[src/rtl/tristate_bus_reader_pkg.sv]
// Shared state encoding and counter sizing for the tri-state bus read master.
package tristate_bus_reader_pkg;

  typedef enum logic [1:0] {
    ST_IDLE    = 2'd0,
    ST_SELECT  = 2'd1,
    ST_RESPOND = 2'd2
  } state_t;

  localparam int unsigned CNT_BITS = 4;

endpackage

[src/rtl/tristate_bus_reader_if.sv]
// Request, chip-select/bus and response signals of the tri-state bus reader.
interface tristate_bus_reader_if #(
  parameter int unsigned NrOfBits    = 32,
  parameter int unsigned NrOfSources = 4,
  parameter int unsigned SelBits     = 2
);
  import tristate_bus_reader_pkg::*;

  logic                   ReqValid;
  logic [SelBits-1:0]     ReqSel;
  logic                   ReqReady;
  logic [NrOfSources-1:0] cs_n;
  logic [NrOfBits-1:0]    Bus;
  logic                   RspValid;
  logic [NrOfBits-1:0]    RspData;
  logic                   RspError;
  logic                   RspReady;

  modport master (
    input  ReqValid, ReqSel, Bus, RspReady,
    output ReqReady, cs_n, RspValid, RspData, RspError
  );

  modport slave (
    output ReqValid, ReqSel, Bus, RspReady,
    input  ReqReady, cs_n, RspValid, RspData, RspError
  );

endinterface

[src/rtl/tristate_bus_reader_sel_decoder.sv]
// Source index + enable to active-low one-hot chip selects; all high when
// disabled or when the index names no existing source.
module tristate_sel_decoder
  import tristate_bus_reader_pkg::*;
#(
  parameter int unsigned NrOfSources = 4,
  parameter int unsigned SelBits     = 2
) (
  input  logic [SelBits-1:0]     sel,
  input  logic                   en,
  output logic [NrOfSources-1:0] cs_n
);

  always_comb begin
    cs_n = '1;
    if (en) begin
      for (int unsigned i = 0; i < NrOfSources; i++) begin
        if (32'(sel) == i) cs_n[i] = 1'b0;
      end
    end
  end

endmodule

[src/rtl/tristate_bus_reader.sv]
// Read-side master for a shared tri-state bus: select one source, let it
// settle for SettleCycles Ticks, capture the bus and hand the word downstream.
module tristate_bus_reader
  import tristate_bus_reader_pkg::*;
#(
  parameter int unsigned NrOfBits     = 32,
  parameter int unsigned NrOfSources  = 4,
  parameter int unsigned SelBits      = 2,
  parameter int unsigned SettleCycles = 1
) (
  input  logic                  Clock,
  input  logic                  Reset,
  input  logic                  Tick,
  tristate_bus_reader_if.master rd
);

  localparam logic [CNT_BITS-1:0] SETTLE_INIT = CNT_BITS'(SettleCycles);

  state_t                 state_q, state_d;
  logic [CNT_BITS-1:0]    cnt_q, cnt_d;
  logic [NrOfSources-1:0] cs_n_q, cs_n_d;
  logic [NrOfSources-1:0] dec_cs_n;
  logic [NrOfBits-1:0]    data_q, data_d;
  logic                   valid_q, valid_d;
  logic                   err_q, err_d;
  logic                   accept;
  logic                   in_range;

  assign accept   = (state_q == ST_IDLE) && rd.ReqValid && Tick;
  assign in_range = 32'(rd.ReqSel) < NrOfSources;

  tristate_sel_decoder #(
    .NrOfSources (NrOfSources),
    .SelBits     (SelBits)
  ) u_sel_decoder (
    .sel  (rd.ReqSel),
    .en   (accept && in_range),
    .cs_n (dec_cs_n)
  );

  // Break-before-make falls out of the state order: cs_n is released on the
  // capture edge and only RESPOND -> IDLE -> accept can select again (>=2 clocks).
  always_comb begin
    state_d = state_q;
    cnt_d   = cnt_q;
    cs_n_d  = cs_n_q;
    data_d  = data_q;
    valid_d = valid_q;
    err_d   = err_q;
    unique case (state_q)
      ST_IDLE: begin
        if (accept) begin
          if (in_range) begin
            cs_n_d  = dec_cs_n;
            cnt_d   = SETTLE_INIT;
            state_d = ST_SELECT;
          end else begin
            err_d   = 1'b1;
            data_d  = '0;
            valid_d = 1'b1;
            state_d = ST_RESPOND;
          end
        end
      end
      ST_SELECT: begin
        if (Tick) begin
          if (cnt_q != '0) begin
            cnt_d = cnt_q - CNT_BITS'(1);
          end else begin
            data_d  = rd.Bus;
            err_d   = 1'b0;
            valid_d = 1'b1;
            cs_n_d  = '1;
            state_d = ST_RESPOND;
          end
        end
      end
      ST_RESPOND: begin
        if (rd.RspReady) begin
          valid_d = 1'b0;
          state_d = ST_IDLE;
        end
      end
      default: begin
        cs_n_d  = '1;
        valid_d = 1'b0;
        state_d = ST_IDLE;
      end
    endcase
  end

  always_ff @(posedge Clock or posedge Reset) begin
    if (Reset) begin
      state_q <= ST_IDLE;
      cnt_q   <= '0;
      cs_n_q  <= '1;
      data_q  <= '0;
      valid_q <= 1'b0;
      err_q   <= 1'b0;
    end else begin
      state_q <= state_d;
      cnt_q   <= cnt_d;
      cs_n_q  <= cs_n_d;
      data_q  <= data_d;
      valid_q <= valid_d;
      err_q   <= err_d;
    end
  end

  assign rd.ReqReady = (state_q == ST_IDLE);
  assign rd.cs_n     = cs_n_q;
  assign rd.RspValid = valid_q;
  assign rd.RspData  = data_q;
  assign rd.RspError = err_q;

endmodule

[src/flat_wrapper.sv]
// flat-port wrapper written by rule: the top's interface ports become plain ports
module tristate_bus_reader_flat import tristate_bus_reader_pkg::*;
#(
  parameter int unsigned NrOfBits     = 32,
  parameter int unsigned NrOfSources  = 4,
  parameter int unsigned SelBits      = 2,
  parameter int unsigned SettleCycles = 1
)
  (Clock, Reset, Tick, rd_ReqValid, rd_ReqSel, rd_Bus, rd_RspReady, rd_ReqReady, rd_cs_n, rd_RspValid, rd_RspData, rd_RspError);
  tristate_bus_reader_if #(.NrOfBits(NrOfBits), .NrOfSources(NrOfSources), .SelBits(SelBits)) rd_i ();
  input  logic Clock;
  input  logic Reset;
  input  logic Tick;
  input wire logic [$bits(rd_i.ReqValid)-1:0] rd_ReqValid;
  input wire logic [$bits(rd_i.ReqSel)-1:0] rd_ReqSel;
  input wire logic [$bits(rd_i.Bus)-1:0] rd_Bus;
  input wire logic [$bits(rd_i.RspReady)-1:0] rd_RspReady;
  output wire logic [$bits(rd_i.ReqReady)-1:0] rd_ReqReady;
  output wire logic [$bits(rd_i.cs_n)-1:0] rd_cs_n;
  output wire logic [$bits(rd_i.RspValid)-1:0] rd_RspValid;
  output wire logic [$bits(rd_i.RspData)-1:0] rd_RspData;
  output wire logic [$bits(rd_i.RspError)-1:0] rd_RspError;
  assign rd_i.ReqValid = rd_ReqValid;
  assign rd_i.ReqSel = rd_ReqSel;
  assign rd_i.Bus = rd_Bus;
  assign rd_i.RspReady = rd_RspReady;
  assign rd_ReqReady = rd_i.ReqReady;
  assign rd_cs_n = rd_i.cs_n;
  assign rd_RspValid = rd_i.RspValid;
  assign rd_RspData = rd_i.RspData;
  assign rd_RspError = rd_i.RspError;
  tristate_bus_reader #(.NrOfBits(NrOfBits), .NrOfSources(NrOfSources), .SelBits(SelBits), .SettleCycles(SettleCycles)) u_core (.Clock(Clock), .Reset(Reset), .Tick(Tick), .rd(rd_i));
endmodule
[config.mk]
export PLATFORM = sky130hd
export DESIGN_NAME = tristate_bus_reader_flat
export DESIGN_NICKNAME = d
export VERILOG_FILES = /design/src/rtl/tristate_bus_reader_pkg.sv /design/src/rtl/tristate_bus_reader_if.sv /design/src/rtl/tristate_bus_reader_sel_decoder.sv /design/src/rtl/tristate_bus_reader.sv /design/src/flat_wrapper.sv
export SDC_FILE = /design/constraint.sdc
export NUM_CORES = 1
export LEC_CHECK = 0
export BUFFER_PORTS_ARGS = -buffer_cell sky130_fd_sc_hd__clkbuf_2
export CAP_MARGIN = 20
export CELL_PAD_IN_SITES_DETAIL_PLACEMENT = 1
export CELL_PAD_IN_SITES_GLOBAL_PLACEMENT = 1
export CORE_UTILIZATION = 38
export CTS_BUF_LIST = sky130_fd_sc_hd__clkbuf_16
export CTS_CLUSTER_DIAMETER = 40
export DETAILED_ROUTE_END_ITERATION = 8
export PLACE_DENSITY = 0.88
export SYNTH_ARGS = -nofsm -noshare
export SYNTH_HDL_FRONTEND = slang
export SYNTH_SLANG_ARGS = --single-unit
[constraint.sdc]
create_clock -name Clock -period 2.2 [get_ports Clock]
set_input_delay 0.22 -clock Clock [delete_from_list [all_inputs] [get_ports Clock]]
set_output_delay 0.22 -clock Clock [all_outputs]
set_load 0.005 [all_outputs]
# Word level (Yosys, flattened, before mapping)
# Index checks and enable logic that the tools add are counted.
# totals
regBits	43
inputBits	39
output_inout_bits	39
elab_cells	51
# classes
addsub	1
eq_ne	10
n_mux	21
bitwise	3
reduce_logical	11
# op_table
operator	count
4-bit 2-to-1 mux	6
4-bit AND reduction	4
4-bit case mux with 3 select lines	1
2-bit 2-to-1 mux	4
4-bit case mux with 2 select lines	1
1-bit 2-to-1 mux	7
2-bit == test, second input constant	3
2-bit != test, second input constant	3
2-bit case mux with 3 select lines	1
2-bit by 1-bit == test with 1-bit output, second input constant	2
2-bit zero test	2
2-bit by 1-bit != test with 1-bit output, second input constant	2
4-bit nonzero test	1
4-bit by 1-bit subtractor with 4-bit output, second input constant	1
1-bit NOT	3
1-bit case mux with 3 select lines	1
3-bit AND reduction	1
1-bit logical AND	2
2-bit nonzero test	1

# Depth between registers and ports, before layout
# depth
word_depth	5
depth_mapped	7
depth_no_buf	5

# By module
# From an unflattened synthesis, not the netlist that was laid out.
# unflattened
hier_cells	139
hier_area_um2	1969.4
# by_module_without_submodules
module	n_inst	cells_per_inst	area_each_um2	seq_area_each_um2
tristate_bus_reader	1	135	1940.6	1081.0
tristate_sel_decoder	1	4	28.8	0.0

# Worst setup path before layout
# No wires, ideal clock.
# synth_timing
path_kind	flip-flop to flip-flop
start	reg u_core.cnt_q[0]
end	reg u_core.data_q[0], in the netlist u_core.rd.RspData[0]
setup_time_ns	0.125
arrival_time_ns	1.704
t_required_ns	2.075
slack_ns	0.371
stages_incl_launch_ff	8
path_buffers	2
synth_period_minus_slack_ns	1.829
cell_sequence	dfrtp_1 > inv_1 > ha_1 > or3b_1 > buf_6 > nor2_8 > buf_12 > mux2_4
# synth_via
elab_chain_cells	3
# synth_rtl
item	line_no	source
start: declaration	tristate_bus_reader.sv:20	logic [CNT_BITS-1:0] cnt_q, cnt_d;
start signal: assignment	tristate_bus_reader.sv:102	cnt_q <= cnt_d;
4-bit nonzero test	tristate_bus_reader.sv:67	if (cnt_q != '0) begin
1-bit NOT (no source line)	--	
3-bit AND reduction (no source line)	--	
end signal: assignment	tristate_bus_reader.sv:104	data_q <= data_d;
end: declaration	tristate_bus_reader.sv:23	logic [NrOfBits-1:0] data_q, data_d;
# Every way passes these cells.
# A chain may end at the register's enable or synchronous reset.

# Final worst setup path
# layout_timing
start	reg u_core.cnt_q[0]
end	reg u_core.cs_n_q[1], in the netlist u_core.rd.cs_n[1]
# layout_via
elab_chain_cells	3
# layout_rtl
item	line_no	source
4-bit nonzero test	tristate_bus_reader.sv:67	
2-bit != test (no source line)	--	
4-bit AND reduction (no source line)	--	
end signal: assignment	tristate_bus_reader.sv:103	cs_n_q <= cs_n_d;
end: declaration	tristate_bus_reader.sv:21	logic [NrOfSources-1:0] cs_n_q, cs_n_d;
# Every way passes these cells.

==> results.sh <==
export IMPL_cp_slowest_stage_delay_ns=0.45
export IMPL_crit_fanout=6
export IMPL_syn_num_nets=167
export IMPL_hold_violations=19
export IMPL_setup_ws_ns=0.2587
export IMPL_dp_slack_ns=0.2707
export IMPL_hold_worst_slack_ns=-0.01770
export IMPL_grt_usage_pct=17.67
export IMPL_setup_viol_count_final=0
export IMPL_core_um2=4848
export IMPL_initial_core_util_pct=40.52
export IMPL_cap_violations=0
export IMPL_syn_inst=126
export IMPL_p_int_uw=2473
export IMPL_syn_cell_area_um2=1964
export IMPL_endpoint_kind="flop"
export IMPL_vias_per_cell=4.818
export IMPL_yosys_register_bits=43
export IMPL_cp_cell_sequence="inv_1, ha_1, or3b_1, buf_4, a221oi_4, a2bb2oi_1"
export IMPL_power_leakage_uw=0.001269
export IMPL_cts_sinks=43
export IMPL_crit_required_ns=2.40
export IMPL_async_reset_ff_share_pct=100.0
export IMPL_wl_mm=4.453
export IMPL_grt_max_degree=25
export IMPL_cts_tree="yes"
export IMPL_seqCellArea_um2=1081
export IMPL_p_switching_uw=1103
export IMPL_grt_pass1_vias=1367
export IMPL_drc_errors=0
export IMPL_violations="negative hold slack"
export IMPL_clock_path_buffers=2
export IMPL_finalInstanceArea_um2=2525
export IMPL_slew_viol_final=0
export IMPL_critical_path_top_delay_family="compound AO/OA/AOI/OAI gates"
export IMPL_vias=1320
export IMPL_critical_path_class="reg2reg"
export IMPL_rsz0062_at_grt="no"
export IMPL_fillerInstances=513
export IMPL_switching_share_pct=30.86
export IMPL_fin_crit_ns=1.941
export IMPL_synth_edff_count=0
export IMPL_multiInputGateArea_um2=774.5
export IMPL_seq_power_share_pct=40.4
export IMPL_clk_pin_slew_worst_paths_ns=0.06
export IMPL_yosysWarnings=0
export IMPL_die_y_um=73.90
export IMPL_crit_slowest_cell="or3b_1"
export IMPL_cts_setup_buffers=0
export IMPL_p_total_uw=3576
export IMPL_status="finished with violations"
export IMPL_cts_hold_buf=0
export IMPL_area_growth_pct=28.53
export IMPL_drt_iter0_drc=13
export IMPL_synth_avg_cell_area_um2=15.59
export IMPL_wl_per_cell_um=16.25
export IMPL_synth_seq_area_share_pct=55.03
export IMPL_dieArea_um2=5461
export IMPL_ys_types=36
export IMPL_firstDrtPassIters=4
export IMPL_numCtsBuffers=5
export IMPL_clockRootBuffer="clkbuf_16"
export IMPL_hpwl_mm=3.339
export IMPL_portBuffers=76
export IMPL_synth_flop_cell="dfrtp_1"
export IMPL_num_antenna_cells=0
export IMPL_min_path_type="in2async"
export IMPL_timing_fmax_ghz=0.5151
export IMPL_ir_drop_uv=527.2
export IMPL_p_per_area_nw_per_um2=1416
export IMPL_startpoint_type="flop"
export IMPL_mostFrequentLayoutCells="76 x clkbuf_2, 39 x dfrtp_1, 29 x mux2_4"
export IMPL_htreeDepth=2
export IMPL_ant_nets=0
export IMPL_insertion_delay_ns=0.28
export IMPL_slew_limit_headroom_pct=43.95
export IMPL_grt_pass1_wl_mm=6.927
export IMPL_drive_above_1_share_pct=60.87
export IMPL_tns_ns=0
export IMPL_final_net_count=247
export IMPL_clock_skew_ns=0.003524
export IMPL_comb_power_share_pct=40.1
export IMPL_worst_path_buf_inv=2
export IMPL_finalWeightedCongestion=0.7441
export IMPL_overflow=0
export IMPL_layout_commonest_cell="clkbuf_2"
export IMPL_worst_pin_slew_ns=0.8357
export IMPL_antenna_found_initial=0
export IMPL_finalCritPeriodShare_pct=88.24
export IMPL_row_count=25
export IMPL_ios=78
export IMPL_cts_resized=0
export IMPL_placement_cell_area_um2=2385
export IMPL_power_frac_clock_pct=19.4
export IMPL_worstPathArrival_ns=2.14
export IMPL_dieWidth_um=73.90
## cells by family (layout without fill, tap and decap cells)
logic type | after synthesis | after routing | share of synthesized area, %
compound gates | 15 | 15 | 7.071
fa+ha+maj | 2 | 2 | 1.274
buf+inv | 13 | 94 | 5.542
flops | 43 | 43 | 55.03
mux | 33 | 33 | 24.46
other cells | 1 | 1 | 0.1909
simple gates | 19 | 19 | 6.434
## power by group through the flow
| stage | Sequential, uW | Combinational, uW | Clock (uW) |
|---|---|---|---|
| 6_report | 1450 | 1440 | 695 |
| 5_1_grt | 1500 | 1560 | 745 |
| 4_1_cts | 1450 | 1460 | 716 |
| 3_5_place_dp | 1460 | 1430 | 0 |
| 3_3_place_gp | 1430 | 1380 | 0 |
| 2_1_floorplan | 1420 | 939 | 0 |
## per-stage QoR
stage	util [%]	std cells
after floorplan	-	126
after global placement	49.19	266
after detailed placement	49.19	266
after CTS	52.08	274
after global routing	52.08	274
final	52.08	274
## sequential cells by signal, summed over array words and instances, names as in the netlist
| register | cells |
|---|---|
| u_core.rd.RspData | 32 |
| u_core.cnt_q | 4 |
| u_core.rd.cs_n | 4 |
| u_core.state_q | 2 |
| u_core.rd.RspValid | 1 |
## final cells by class
class,count,area share [%]
Multi-Input combinational cell,70,30.67
Inverter,6,0.8920
Timing Repair Buffer,80,16.75
Sequential cell,43,42.81
Clock inverter,3,0.5946
Tap cell,67,3.320
Clock buffer,5,4.955
## path summary, 6_finish.rpt
check / slack [ns] / depth (start not counted) / to / startpoint
max: 0.26 / 6 / u_core.rd.cs_n[1] / u_core.cnt_q[0]
max in group asynchronous: 1.52 / 3 / u_core.rd.RspData[21] / Reset
max reg2reg: 0.26 / 6 / u_core.rd.cs_n[1] / u_core.cnt_q[0]
min reg2reg: 0.48 / 1 / u_core.rd.RspValid / u_core.rd.RspValid
min: -0.02 / 2 / u_core.rd.RspData[17] / Reset
min in group Clock: 0.11 / 2 / u_core.rd.cs_n[3] / rd_ReqSel[1]
## routing by layer
| layer | global-route usage (%) | routed length [um] | up-vias |
|---|---|---|---|
| met5 | 0 | 0 | - |
| met4 | 9.615 | 81 | 0 |
| met3 | 3.978 | 247 | 9 |
| met2 | 30.00 | 2386 | 48 |
| met1 | 20.70 | 1738 | 663 |
| li1 | - | - | 600 |
## Yosys cell counts, types with 2 or more instances
library cell / n / area [um^2]
dfrtp_1: 39 / 975.9
mux2_4: 29 / 435.4
inv_1: 6 / 22.52
dfstp_2: 4 / 105.1
mux2_2: 4 / 45.04
buf_12: 3 / 60.06
nand2_1: 3 / 11.26
nor2_1: 3 / 11.26
nor2b_1: 3 / 18.77
a2bb2oi_1: 2 / 17.52
clkbuf_1: 2 / 7.510
ha_1: 2 / 25.02
nand2b_1: 2 / 12.51
o22a_1: 2 / 17.52
No activity file was read; power rests on OpenSTA's default activity.
